<file path="config.mk">
export PLATFORM = sky130hd
export DESIGN_NAME = button_seq_lock
export DESIGN_NICKNAME = d
export VERILOG_FILES = /design/src/rtl/button_lock_pkg.sv /design/src/rtl/btn_press_det.sv /design/src/rtl/button_seq_lock.sv
export SDC_FILE = /design/constraint.sdc
export NUM_CORES = 1
export LEC_CHECK = 0
export BUFFER_PORTS_ARGS = -buffer_cell sky130_fd_sc_hd__buf_2
export CAP_MARGIN = 10
export CORE_MARGIN = 2
export CORE_UTILIZATION = 56
export CTS_CLUSTER_SIZE = 25
export DETAILED_ROUTE_END_ITERATION = 16
export GPL_TIMING_DRIVEN = 0
export PLACE_DENSITY = 0.73
export SYNTH_ARGS = -nofsm -noshare
export SYNTH_HDL_FRONTEND = slang
export SYNTH_SLANG_ARGS = --single-unit
</file>
<file path="constraint.sdc">
create_clock -name clk -period 2.4 [get_ports clk]
set_input_delay 0.12 -clock clk [delete_from_list [all_inputs] [get_ports clk]]
set_output_delay 0.12 -clock clk [all_outputs]
set_load 0.01 [all_outputs]
</file>
<file path="src/rtl/button_lock_pkg.sv">
// Shared state encoding and default configuration for the button sequence lock.
`timescale 1ns/1ps
package button_lock_pkg;

  localparam int DEF_N_BUTTONS      = 3;
  localparam int DEF_SEQ_LEN        = 4;
  localparam logic [11:0] DEF_CODE  = 12'hCA9;
  localparam int DEF_HOLD_CYCLES    = 20;
  localparam int DEF_TIMEOUT_CYCLES = 50;
  localparam int DEF_MAX_FAIL       = 3;
  localparam int DEF_LOCKOUT_CYCLES = 40;

  typedef enum logic [2:0] {
    IDLE    = 3'd0,
    ENTRY   = 3'd1,
    OPEN    = 3'd2,
    PROGRAM = 3'd3,
    LOCKOUT = 3'd4
  } lock_state_e;

  function automatic int max3(input int a, input int b, input int c);
    int m;
    m = (a > b) ? a : b;
    return (m > c) ? m : c;
  endfunction

endpackage

</file>
<file path="src/rtl/btn_press_det.sv">
// Two-flop button synchronizer with registered press-event detection.
`timescale 1ns/1ps
module btn_press_det #(
  parameter int N_BUTTONS = 3
) (
  input  logic                 clk,
  input  logic                 reset,
  input  logic [N_BUTTONS-1:0] btn,
  output logic                 press,
  output logic [N_BUTTONS-1:0] press_val
);

  logic [N_BUTTONS-1:0] sync1;
  logic [N_BUTTONS-1:0] sync2;
  logic [1:0]           fill;
  logic                 armed;

  // armed only once sync2 holds a genuine all-zero sample of btn, so a button
  // held through reset release never produces an event
  always_ff @(posedge clk or negedge reset) begin
    if (!reset) begin
      sync1     <= '0;
      sync2     <= '0;
      fill      <= '0;
      armed     <= 1'b0;
      press     <= 1'b0;
      press_val <= '0;
    end else begin
      sync1     <= btn;
      sync2     <= sync1;
      fill      <= {fill[0], 1'b1};
      armed     <= fill[1] && (sync2 == '0);
      press     <= armed && (sync2 != '0);
      press_val <= sync2;
    end
  end

endmodule

</file>
<file path="src/rtl/button_seq_lock.sv">
// Sequence-code lock: N-event button code entry, timed unlock, reprogramming and lockout.
`timescale 1ns/1ps
module button_seq_lock
  import button_lock_pkg::*;
#(
  parameter int N_BUTTONS      = DEF_N_BUTTONS,
  parameter int SEQ_LEN        = DEF_SEQ_LEN,
  parameter logic [N_BUTTONS*SEQ_LEN-1:0] DEFAULT_CODE = DEF_CODE,
  parameter int HOLD_CYCLES    = DEF_HOLD_CYCLES,
  parameter int TIMEOUT_CYCLES = DEF_TIMEOUT_CYCLES,
  parameter int MAX_FAIL       = DEF_MAX_FAIL,
  parameter int LOCKOUT_CYCLES = DEF_LOCKOUT_CYCLES
) (
  input  logic                 clk,
  input  logic                 reset,
  input  logic [N_BUTTONS-1:0] btn,
  input  logic                 prog_en,
  output logic                 signal,
  output logic                 lockout,
  output logic                 busy
);

  localparam int CODE_W = N_BUTTONS * SEQ_LEN;
  localparam int TMR_W  = $clog2(max3(HOLD_CYCLES, TIMEOUT_CYCLES, LOCKOUT_CYCLES));
  localparam int IDX_W  = $clog2(SEQ_LEN);
  localparam int FAIL_W = $clog2(MAX_FAIL + 1);

  localparam logic [TMR_W-1:0]  TMR_MAX      = '1;
  localparam logic [TMR_W-1:0]  HOLD_LAST    = TMR_W'(HOLD_CYCLES - 1);
  localparam logic [TMR_W-1:0]  TIMEOUT_LAST = TMR_W'(TIMEOUT_CYCLES - 1);
  localparam logic [TMR_W-1:0]  LOCK_LAST    = TMR_W'(LOCKOUT_CYCLES - 1);
  localparam logic [IDX_W-1:0]  IDX_LAST     = IDX_W'(SEQ_LEN - 1);
  localparam logic [FAIL_W-1:0] FAIL_LAST    = FAIL_W'(MAX_FAIL - 1);
  localparam logic [FAIL_W-1:0] FAIL_MAX     = FAIL_W'(MAX_FAIL);

  lock_state_e state, state_nxt;

  logic                 press;
  logic [N_BUTTONS-1:0] press_val;
  logic [TMR_W-1:0]     timer;
  logic [IDX_W-1:0]     index;
  logic                 mismatch;
  logic [FAIL_W-1:0]    fail_cnt;
  logic [CODE_W-1:0]    code;
  logic [CODE_W-1:0]    new_code;
  logic [CODE_W-1:0]    prog_word;
  logic                 step_mis;
  logic                 fail_inc;
  logic                 fail_clr;
  logic                 commit;

  btn_press_det #(.N_BUTTONS(N_BUTTONS)) u_press_det (
    .clk       (clk),
    .reset     (reset),
    .btn       (btn),
    .press     (press),
    .press_val (press_val)
  );

  function automatic logic [N_BUTTONS-1:0] code_entry(input logic [CODE_W-1:0] c,
                                                      input logic [IDX_W-1:0]  i);
    return c[int'(i)*N_BUTTONS +: N_BUTTONS];
  endfunction

  assign step_mis = (press_val != code_entry(code, index));

  // shadow code with the current event merged in at the current index
  always_comb begin
    prog_word = new_code;
    prog_word[int'(index)*N_BUTTONS +: N_BUTTONS] = press_val;
  end

  always_ff @(posedge clk or negedge reset) begin
    if (!reset) state <= IDLE;
    else        state <= state_nxt;
  end

  always_comb begin
    state_nxt = state;
    fail_inc  = 1'b0;
    fail_clr  = 1'b0;
    commit    = 1'b0;
    case (state)
      IDLE: begin
        if (press) state_nxt = ENTRY;
      end
      ENTRY: begin
        if (press) begin
          if (index == IDX_LAST) begin
            if (!(mismatch || step_mis)) begin
              state_nxt = OPEN;
              fail_clr  = 1'b1;
            end else begin
              fail_inc  = 1'b1;
              state_nxt = (fail_cnt >= FAIL_LAST) ? LOCKOUT : IDLE;
            end
          end
        end else if (timer == TIMEOUT_LAST) begin
          state_nxt = IDLE;
        end
      end
      OPEN: begin
        if (press && prog_en)        state_nxt = PROGRAM;
        else if (timer == HOLD_LAST) state_nxt = IDLE;
      end
      PROGRAM: begin
        if (press) begin
          if (index == IDX_LAST) begin
            state_nxt = IDLE;
            commit    = 1'b1;
          end
        end else if (timer == TIMEOUT_LAST) begin
          state_nxt = IDLE;
        end
      end
      LOCKOUT: begin
        if (timer == LOCK_LAST) begin
          state_nxt = IDLE;
          fail_clr  = 1'b1;
        end
      end
      default: state_nxt = IDLE;
    endcase
  end

  // timer restarts on every state change and on every accepted entry/program event
  always_ff @(posedge clk or negedge reset) begin
    if (!reset) begin
      timer    <= '0;
      index    <= '0;
      mismatch <= 1'b0;
      fail_cnt <= '0;
      new_code <= DEFAULT_CODE;
      code     <= DEFAULT_CODE;
    end else begin
      if ((state_nxt != state) || (press && busy))
        timer <= '0;
      else if (timer != TMR_MAX)
        timer <= timer + TMR_W'(1);

      if (state_nxt != state)
        index <= ((state_nxt == ENTRY) || (state_nxt == PROGRAM)) ? IDX_W'(1) : '0;
      else if (press && busy && (index != IDX_LAST))
        index <= index + IDX_W'(1);

      if (press && (state == IDLE))
        mismatch <= step_mis;
      else if (press && (state == ENTRY))
        mismatch <= mismatch | step_mis;

      if (fail_clr)
        fail_cnt <= '0;
      else if (fail_inc && (fail_cnt != FAIL_MAX))
        fail_cnt <= fail_cnt + FAIL_W'(1);

      if (press && (((state == OPEN) && prog_en) || (state == PROGRAM)))
        new_code <= prog_word;
      if (commit)
        code <= prog_word;
    end
  end

  assign signal  = (state == OPEN);
  assign lockout = (state == LOCKOUT);
  assign busy    = (state == ENTRY) || (state == PROGRAM);

endmodule

</file>
---- Yosys cells after proc, flatten, opt, wreduce, memory -nomap -nowiden ----
Cells that the tools add are included.
word-level totals
  register bits ........................... 51
  output and inout port bits .............. 3
  logic and storage cells ................. 94
  input bits .............................. 6
operators by class
  reductions and logical operators ........ 22
  multiply operators ...................... 1
  shift operators ......................... 3
  add/sub/neg operators ................... 4
  order comparisons ....................... 1
  bitwise gates (word level) .............. 1
  equal/unequal tests ..................... 15
  mux-type cells .......................... 34
operators by type and width
  kind                                                                     number
  3-bit 2-to-1 mux                                                         11
  4-bit negator with 33-bit output                                         1
  3-bit by 33-bit variable shift with 12-bit output, first input constant  1
  3-bit by 33-bit indexed part select with 12-bit output                   1
  12-bit by 32-bit indexed part select with 3-bit output                   1
  3-bit case mux with 5 select lines                                       1
  1-bit 2-to-1 mux                                                         14
  12-bit bitwise mux                                                       1
  6-bit equality test, second input constant                               2
  6-bit 2-to-1 mux                                                         2
  1-bit logical AND                                                        10
  3-bit by 2-bit equality test with 1-bit output, second input constant    3
  2-bit 2-to-1 mux                                                         4
  2-bit nonzero test                                                       4
  6-bit by 1-bit adder with 6-bit output, second input constant            1
  3-bit by 1-bit equality test with 1-bit output, second input constant    2
  6-bit by 5-bit equality test with 1-bit output, second input constant    1
  3-bit zero test                                                          2
  3-bit inequality test                                                    2
  6-bit inequality test, second input constant                             1
  1-bit logical OR                                                         5
  2-bit by 1-bit adder with 2-bit output, second input constant            2
  2-bit by 2-bit multiplier with 4-bit output, second input constant       1
  2-bit inequality test, second input constant                             2
  other kinds (6)                                                          6

---- Depth between registers and ports, before layout ----
Gate-level depths: netlist (run 1).
  depth in word-level cells ............... 12
  mapped depth ............................ 8

---- Modules after synthesis ----
From an unflattened synthesis (run 1), not the netlist that was laid out.
unflattened totals
  cells, all modules ...................... 236
  area, all modules ....................... 2,483.6 sq um
by module, submodules not included
  module           cells an instance  seq. area each (sq um)  instances  area each (sq um)
  button_seq_lock  220                965.9                   1          2,130.8
  btn_press_det    16                 325.3                   1          352.8

---- Worst setup path before layout (run 1) ----
No wires, ideal clock.
  path type ............................... register to register
  from .................................... register index[1]
  to ...................................... register code[7]
  library setup time ...................... 72 ps
  stages on the path, launching flop included .. 7
  data required time ...................... 2,328 ps
  setup slack ............................. 563 ps
  arrival time ............................ 1,765 ps
  cells stage by stage .................... dfrtp_1 buf_2 inv_1 ha_1 nor4bb_1 a21oi_1 o21ai_1
between the ends
  word-level cells in the longest chain between the ends .. 4
  elaborated cells on any way between the ends .. 9
RTL lines
  element                                                                                    RTL line                                       text
  start: declaration                                                                         button_seq_lock.sv:41                          logic [IDX_W-1:0] index;
  start signal: assignment                                                                   button_seq_lock.sv:142                         index <= ((state_nxt == ENTRY) || (state_nxt == PROGRAM)) ? IDX_W'(1) : '0;
  start signal: assignment                                                                   button_seq_lock.sv:144                         index <= index + IDX_W'(1);
  2-bit by 2-bit multiplier with 4-bit output / 2-bit equality test (equally long branches)  button_seq_lock.sv:70, button_seq_lock.sv:108
  4-bit negator with 33-bit output / 1-bit 2-to-1 mux (equally long branches)                button_seq_lock.sv:70, button_seq_lock.sv:108
  3-bit by 33-bit indexed part select with 12-bit output, or another cell as far along       button_seq_lock.sv:70                          prog_word[int'(index)*N_BUTTONS +: N_BUTTONS] = press_val;
  12-bit bitwise mux / 1-bit 2-to-1 mux (equally long branches)                              button_seq_lock.sv:70, button_seq_lock.sv:83
  end signal: assignment                                                                     button_seq_lock.sv:159                         code <= prog_word;
  end: declaration                                                                           button_seq_lock.sv:44                          logic [CODE_W-1:0] code;
Several ways; a longest one is shown, not always the timed one.
A chain may end at the register's enable or synchronous reset.

---- Worst setup path in the final report (run 1) ----
  from .................................... register index[1]
  to ...................................... register code[0]
Same word-level chain as after synthesis.

==> results of run 1 <==
report_power, final:
group	switching [W]	total, W	internal, W
Combinational	0.000408	0.000697	0.000289
Clock	0.000285	0.000521	0.000236
Sequential	0.000106	0.00114	0.00103
metrics by stage:
stage / hold slack [ps] / total power, W / instance area, um^2 / instances / utilization [%]
3_3_place_gp: 229 / 0.00182 / 2590 / 307 / 60.0
5_1_grt: 259 / 0.00249 / 2760 / 320 / 63.8
2_1_floorplan: -176 / 0.00165 / 2490 / 247 / -
3_5_place_dp: 230 / 0.00183 / 2590 / 307 / 60.0
4_1_cts: 48.0 / 0.00236 / 2720 / 318 / 62.9
6_report: 231 / 0.00235 / 2760 / 320 / 63.8
per-layer routing:
| metal | up-vias | wire length [um] | track usage (%) |
|---|---|---|---|
| li1 | 898 | - | - |
| met1 | 873 | 2310 | 27.1 |
| met2 | 22 | 2130 | 33.1 |
| met3 | 8 | 83 | 2.56 |
| met4 | 0 | 76 | 8.18 |
| met5 | - | 0 | 0 |
synth_stat cells (all sizes together):
library cell,count,share of area (%)
dfrtp,39,39
and3,1,0.25
nor3,8,2.2
nand3b,1,0.30
inv,5,0.75
a21oi,16,3.2
a211oi,1,0.30
xor2,2,0.70
nand3,6,1.2
mux4,1,0.91
nor2,22,3.4
nor4bb,1,0.40
o22ai,1,0.25
xnor2,6,2.1
a32oi,1,0.35
buf,6,1.3
clkbuf,6,0.91
a31oi,7,1.8
a2bb2oi,1,0.35
ha,10,5.0
or2,1,0.25
nand4b,2,0.70
nand2,30,4.5
nor3b,2,0.60
nor2b,17,4.3
dfstp,12,13
a32o,6,2.4
mux2i,6,2.4
o31ai,3,0.91
nand2b,2,0.50
o211a,1,0.40
o2111a,1,0.45
nand4,1,0.25
conb,1,0.15
and2,2,0.50
o21ai,19,4.0
timing repair:
item	4_1_cts	5_1_grt
hold endpoints to repair	3	12
endpoints found under the setup margin	0	6
gates resized for setup	0	1
hold buffers	3	1
cell families (layout without fill, tap and decap cells):
family          count (synthesis)  count (layout)  share of synthesized area, %
compound gates                 57              57                          14.4
xor+xnor                        8               8                          2.82
fa+ha+maj                      10              10                          5.03
buf+inv                        17              38                          2.97
flops                          51              51                          51.9
mux                             7               7                          3.32
other cells                     1               1                         0.151
simple gates                   96              96                          19.4
flip-flops by register name (all words and copies together), names as in the netlist:
| signal | cells |
|---|---|
| code | 12 |
| fail_cnt | 2 |
| index | 2 |
| mismatch | 1 |
| new_code | 12 |
| state | 3 |
| timer | 6 |
| u_press_det.armed | 1 |
| u_press_det.fill | 2 |
| u_press_det.press | 1 |
| u_press_det.press_val | 3 |
| u_press_det.sync1 | 3 |
| u_press_det.sync2 | 3 |
final timing paths:
path                                       from                   end  slack [ps]  cells after the start
min reg2reg                u_press_det.sync1[1]  u_press_det.sync2[1]         350                      0
max in group asynchronous                 reset          new_code[10]        1600                      3
min in group clk                        prog_en              index[0]         250                      4
max reg2reg                            index[1]               code[0]         300                      6
min                                       reset              state[1]         230                      2
max                                    index[1]               code[0]         300                      6
area by class of cell:
class                      count  area, um^2  area share [%]
buffer                        12        55.1            2.00
clock buffer                   6        82.6            2.99
clock inverter                 2        16.3           0.590
inverter                       5        18.8           0.681
multi-input combinational    179        1130            40.9
sequential                    51        1290            46.8
tap                           52        65.1            2.36
timing repair buffer          13         100            3.63
critical path, cell delays in order, from the launching register on:
cell and delay, ps:
dfrtp_1 410, buf_2 250, inv_1 110, ha_1 350
nor3_1 590, a21oi_1 180, o21ai_1 150
==> impl_metrics.yaml, run 1 <==
place:
  dp_hpwl_um: 3210
  post-place-ws_ps: 136
  globalplace.congestion: 0.806
  io_buffer_count: 8
sta:
  period_minus_slack_ps: 2100
  hold_violations: 0
  slew_viol_final: 0
  fmax_ghz: 0.477
  finalSetupViolations: 0
  worst_pin_slew_ps: 685
  slew-limit-headroom_pct: 54.0
  fin_tns_setup_ps: 0
  timing.final.crit_share_pct: 87.3
  skew_ps: 3.58
  grt_setup_unrepaired: "no"
  setup_ws_ps: 304
grt:
  grtUsageTotal_pct: 20.0
  grt_pass1_wl_um: 7910
  grt_overflow: 0
  grt_pass1_vias: 1770
  grt_max_degree: 52
  antenna_found_initial: 0
die:
  core_um2: 4320
  design.die.area_um2: 4990
  start_util_pct: 57.5
  pin_count: 9
  fp.dieW_um: 70.6
  rows: 24
  die_y_um: 70.6
critical_path:
  arrival_ps: 2330
  worstSetupEndpointType: "flip-flop"
  critPathKind: "flip-flop to flip-flop"
  crit_path_start_kind: "flip-flop"
  critPathMaxFanout: 7
  cp_data_required_time_ps: 2640
drt:
  ant_nets: 0
  via_count: 1801
  drt_iter0_markers: 98
  via_per_inst: 5.63
  wl_per_cell_um: 14.4
  dr.pass1.iters: 4
  wirelength_um: 4600
  remaining_drc_errors: 0
power_and_ir_drop:
  ir_worst_vdd_v: 0.000545
  power.density_nw_per_um2: 853
  leakagePower_nw: 1.17
clock_network:
  clock_latency_ps: 300
  cts.path.max_buffers: 2
  cts.sinks: 51
  cts_inserted_buffers: 5
  cts-root-buf: "clkbuf_8"
  post_cts_buffers: 0
  cts_tree: "done"
  path_clk_slew_ps: 90
  htreeDepth: 2
cells_and_area:
  mostFrequentLayoutCell: "dfrtp_1"
  drive_above_1_share_pct: 14.6
  fillers: 371
  final_cell_mix: "dfrtp_1 (39), nand2_1 (30), nor2_1 (21)"
  area_delta_synth_final_pct: 10.9
  fin_nets: 283
  n_antenna_cell: 0
synthesis:
  syn-instance-count: 247
  ys_warn_count: 0
  synth_area_per_cell_um2: 10.1
  synth_seq_cells: 51
  synth_nets: 263
  ys_seq_area_share_pct: 51.9
  synth_area_um2: 2490
  ys_types: 42
flow_run:
  drv_cap: 0
status:
  outcome: "completed"
worst_hold_path:
  hp-class: "input pin to asynchronous set/reset pin"
(Power assumes the default switching activity.)
==> run 2: changes to the inputs <==
clock period = 2.1 ns   (was 2.4 ns; I/O delays follow)
==> impl_metrics.yaml, run 2 (synthesis results as in run 1) <==
power_and_ir_drop:
  power.density_nw_per_um2: 974
  power_w: 0.00272
  leakagePower_nw: 1.19
  ir_worst_vdd_v: 0.000627
die:
  start_util_pct: 57.5
  core_um2: 4320
  die_y_um: 70.6
  design.die.area_um2: 4990
  rows: 24
  pin_count: 9
  fp.dieW_um: 70.6
drt:
  remaining_drc_errors: 0
  drt_iter0_markers: 59
  wl_met2_um: 2200
  wl_per_cell_um: 14.6
  wirelength_um: 4670
  ant_nets: 0
  drt-met1-wl_um: 2280
  dr_wl_met3_um: 112
  via_per_inst: 5.66
  dr.pass1.iters: 4
  top_layer_used: "met4"
  via_count: 1810
cells_and_area:
  fin_nets: 283
  instances_no_fill: 320
  area_delta_synth_final_pct: 12.2
  fin_area_um2: 2790
  mostFrequentLayoutCell: "dfrtp_1"
  drive_above_1_share_pct: 16.0
  n_antenna_cell: 0
  fillers: 368
  reg_top3: "code (12), new_code (12), timer (6)"
  final_cell_mix: "dfrtp_1 (39), nand2_1 (30), nor2_1 (21)"
worst_hold_path:
  hp-class: "input pin to asynchronous set/reset pin"
place:
  dp_cells: 307
  placed_area_um2: 2590
  globalplace.congestion: 0.806
  dp_hpwl_um: 3210
  io_buffer_count: 8
clock_network:
  htreeDepth: 2
  cts_inserted_buffers: 5
  cts.sinks: 51
  cts_tree: "done"
  cts.path.max_buffers: 2
  clock_latency_ps: 300
  path_clk_slew_ps: 90
  cts-root-buf: "clkbuf_8"
critical_path:
  cp_cell_sequence: "ha_1, nor2b_1, a32oi_2, mux2i_1, o21ai_1, nand3_1, a211oi_1"
  cp_data_required_time_ps: 2310
  critPathMaxFanout: 4
  arrival_ps: 2180
  crit_buf_inv: 0
  slowest_stage: "dfrtp_1"
  worstSetupEndpointType: "flip-flop"
  crit_path_start_kind: "flip-flop"
  cpPeakStageDelay_ps: 430
  critPathTopFamily: "compound AO/OA/AOI/OAI gates"
  critPathKind: "flip-flop to flip-flop"
sta:
  grt_setup_unrepaired: "no"
  timing.final.crit_share_pct: 93.6
  period_minus_slack_ps: 1970
  skew_ps: 2.87
  hold-worst-slack_ps: 216
  hold_violations: 0
  finalSetupViolations: 0
  fmax_ghz: 0.508
  slew_viol_final: 0
flow_run:
  drv_cap: 0
grt:
  grt_max_degree: 52
  grtUsageTotal_pct: 20.1
  grt_pass1_wl_um: 7940
  grt_pass1_vias: 1775
  grt_overflow: 0
  antenna_found_initial: 0
status:
  outcome: "completed"
run 2: layer usage:
metal / GRT usage, % / up-vias
li1: - / 898
met1: 27.3 / 873
met2: 33.1 / 31
met3: 2.56 / 8
met4: 8.18 / 0
met5: 0 / -
run 2: cell type report:
type                    count  area, um^2  share of cell area, %
clock inverters             2        16.3                  0.583
inverters                   5        18.8                  0.672
clock buffers               6        82.6                   2.96
flip-flops and latches     51        1290                   46.3
plain buffers              12        55.1                   1.97
repair buffers             13         100                   3.59
well taps                  52        65.1                   2.33
multi-input cells         179        1160                   41.6
run 2: timing repair:
action,4_1_cts,5_1_grt
pin swaps,0,0
setup endpoints to repair,6,17
hold buffers,3,1
buffers inserted,0,0
endpoints found under the hold margin,3,12
resized for setup,1,5
run 2: where the power goes:
group	total (W)	internal, W	switching, W	leakage [nW]
Combinational	0.000826	0.000341	0.000484	0.522
Sequential	0.00130	0.00118	0.000123	0.623
Clock	0.000593	0.000269	0.000323	0.0474
Total	0.00272	0.00179	0.000931	1.19
run 2: worst reg2reg max path, stage by stage (launching register included):
cell	delay [ps]
dfrtp_1	430
ha_1	210
nor2b_1	140
a32oi_2	280
mux2i_1	170
o21ai_1	220
nand3_1	210
a211oi_1	220
run 2: path summary, 6_finish.rpt:
path / startpoint / endpoint / slack, ps / depth (start not counted)
setup / recovery: timer[0] / timer[1] / 130 / 7
hold / removal: reset / state[1] / 220 / 2
setup reg to reg: timer[0] / timer[1] / 130 / 7
hold reg to reg: u_press_det.sync1[1] / u_press_det.sync2[1] / 350 / 0
max in group asynchronous: reset / new_code[10] / 1320 / 3
min in group clk: prog_en / index[0] / 240 / 4
run 2: metrics by stage:
stage                     TNS (ps)  utilization [%]  setup WS (ps)
after floorplan                  0                -            263
after global placement        -341             60.0           -115
after detailed placement      -644             60.0           -164
after CTS                        0             63.1           44.4
after global routing             0             64.6           9.27
final                            0             64.6            133
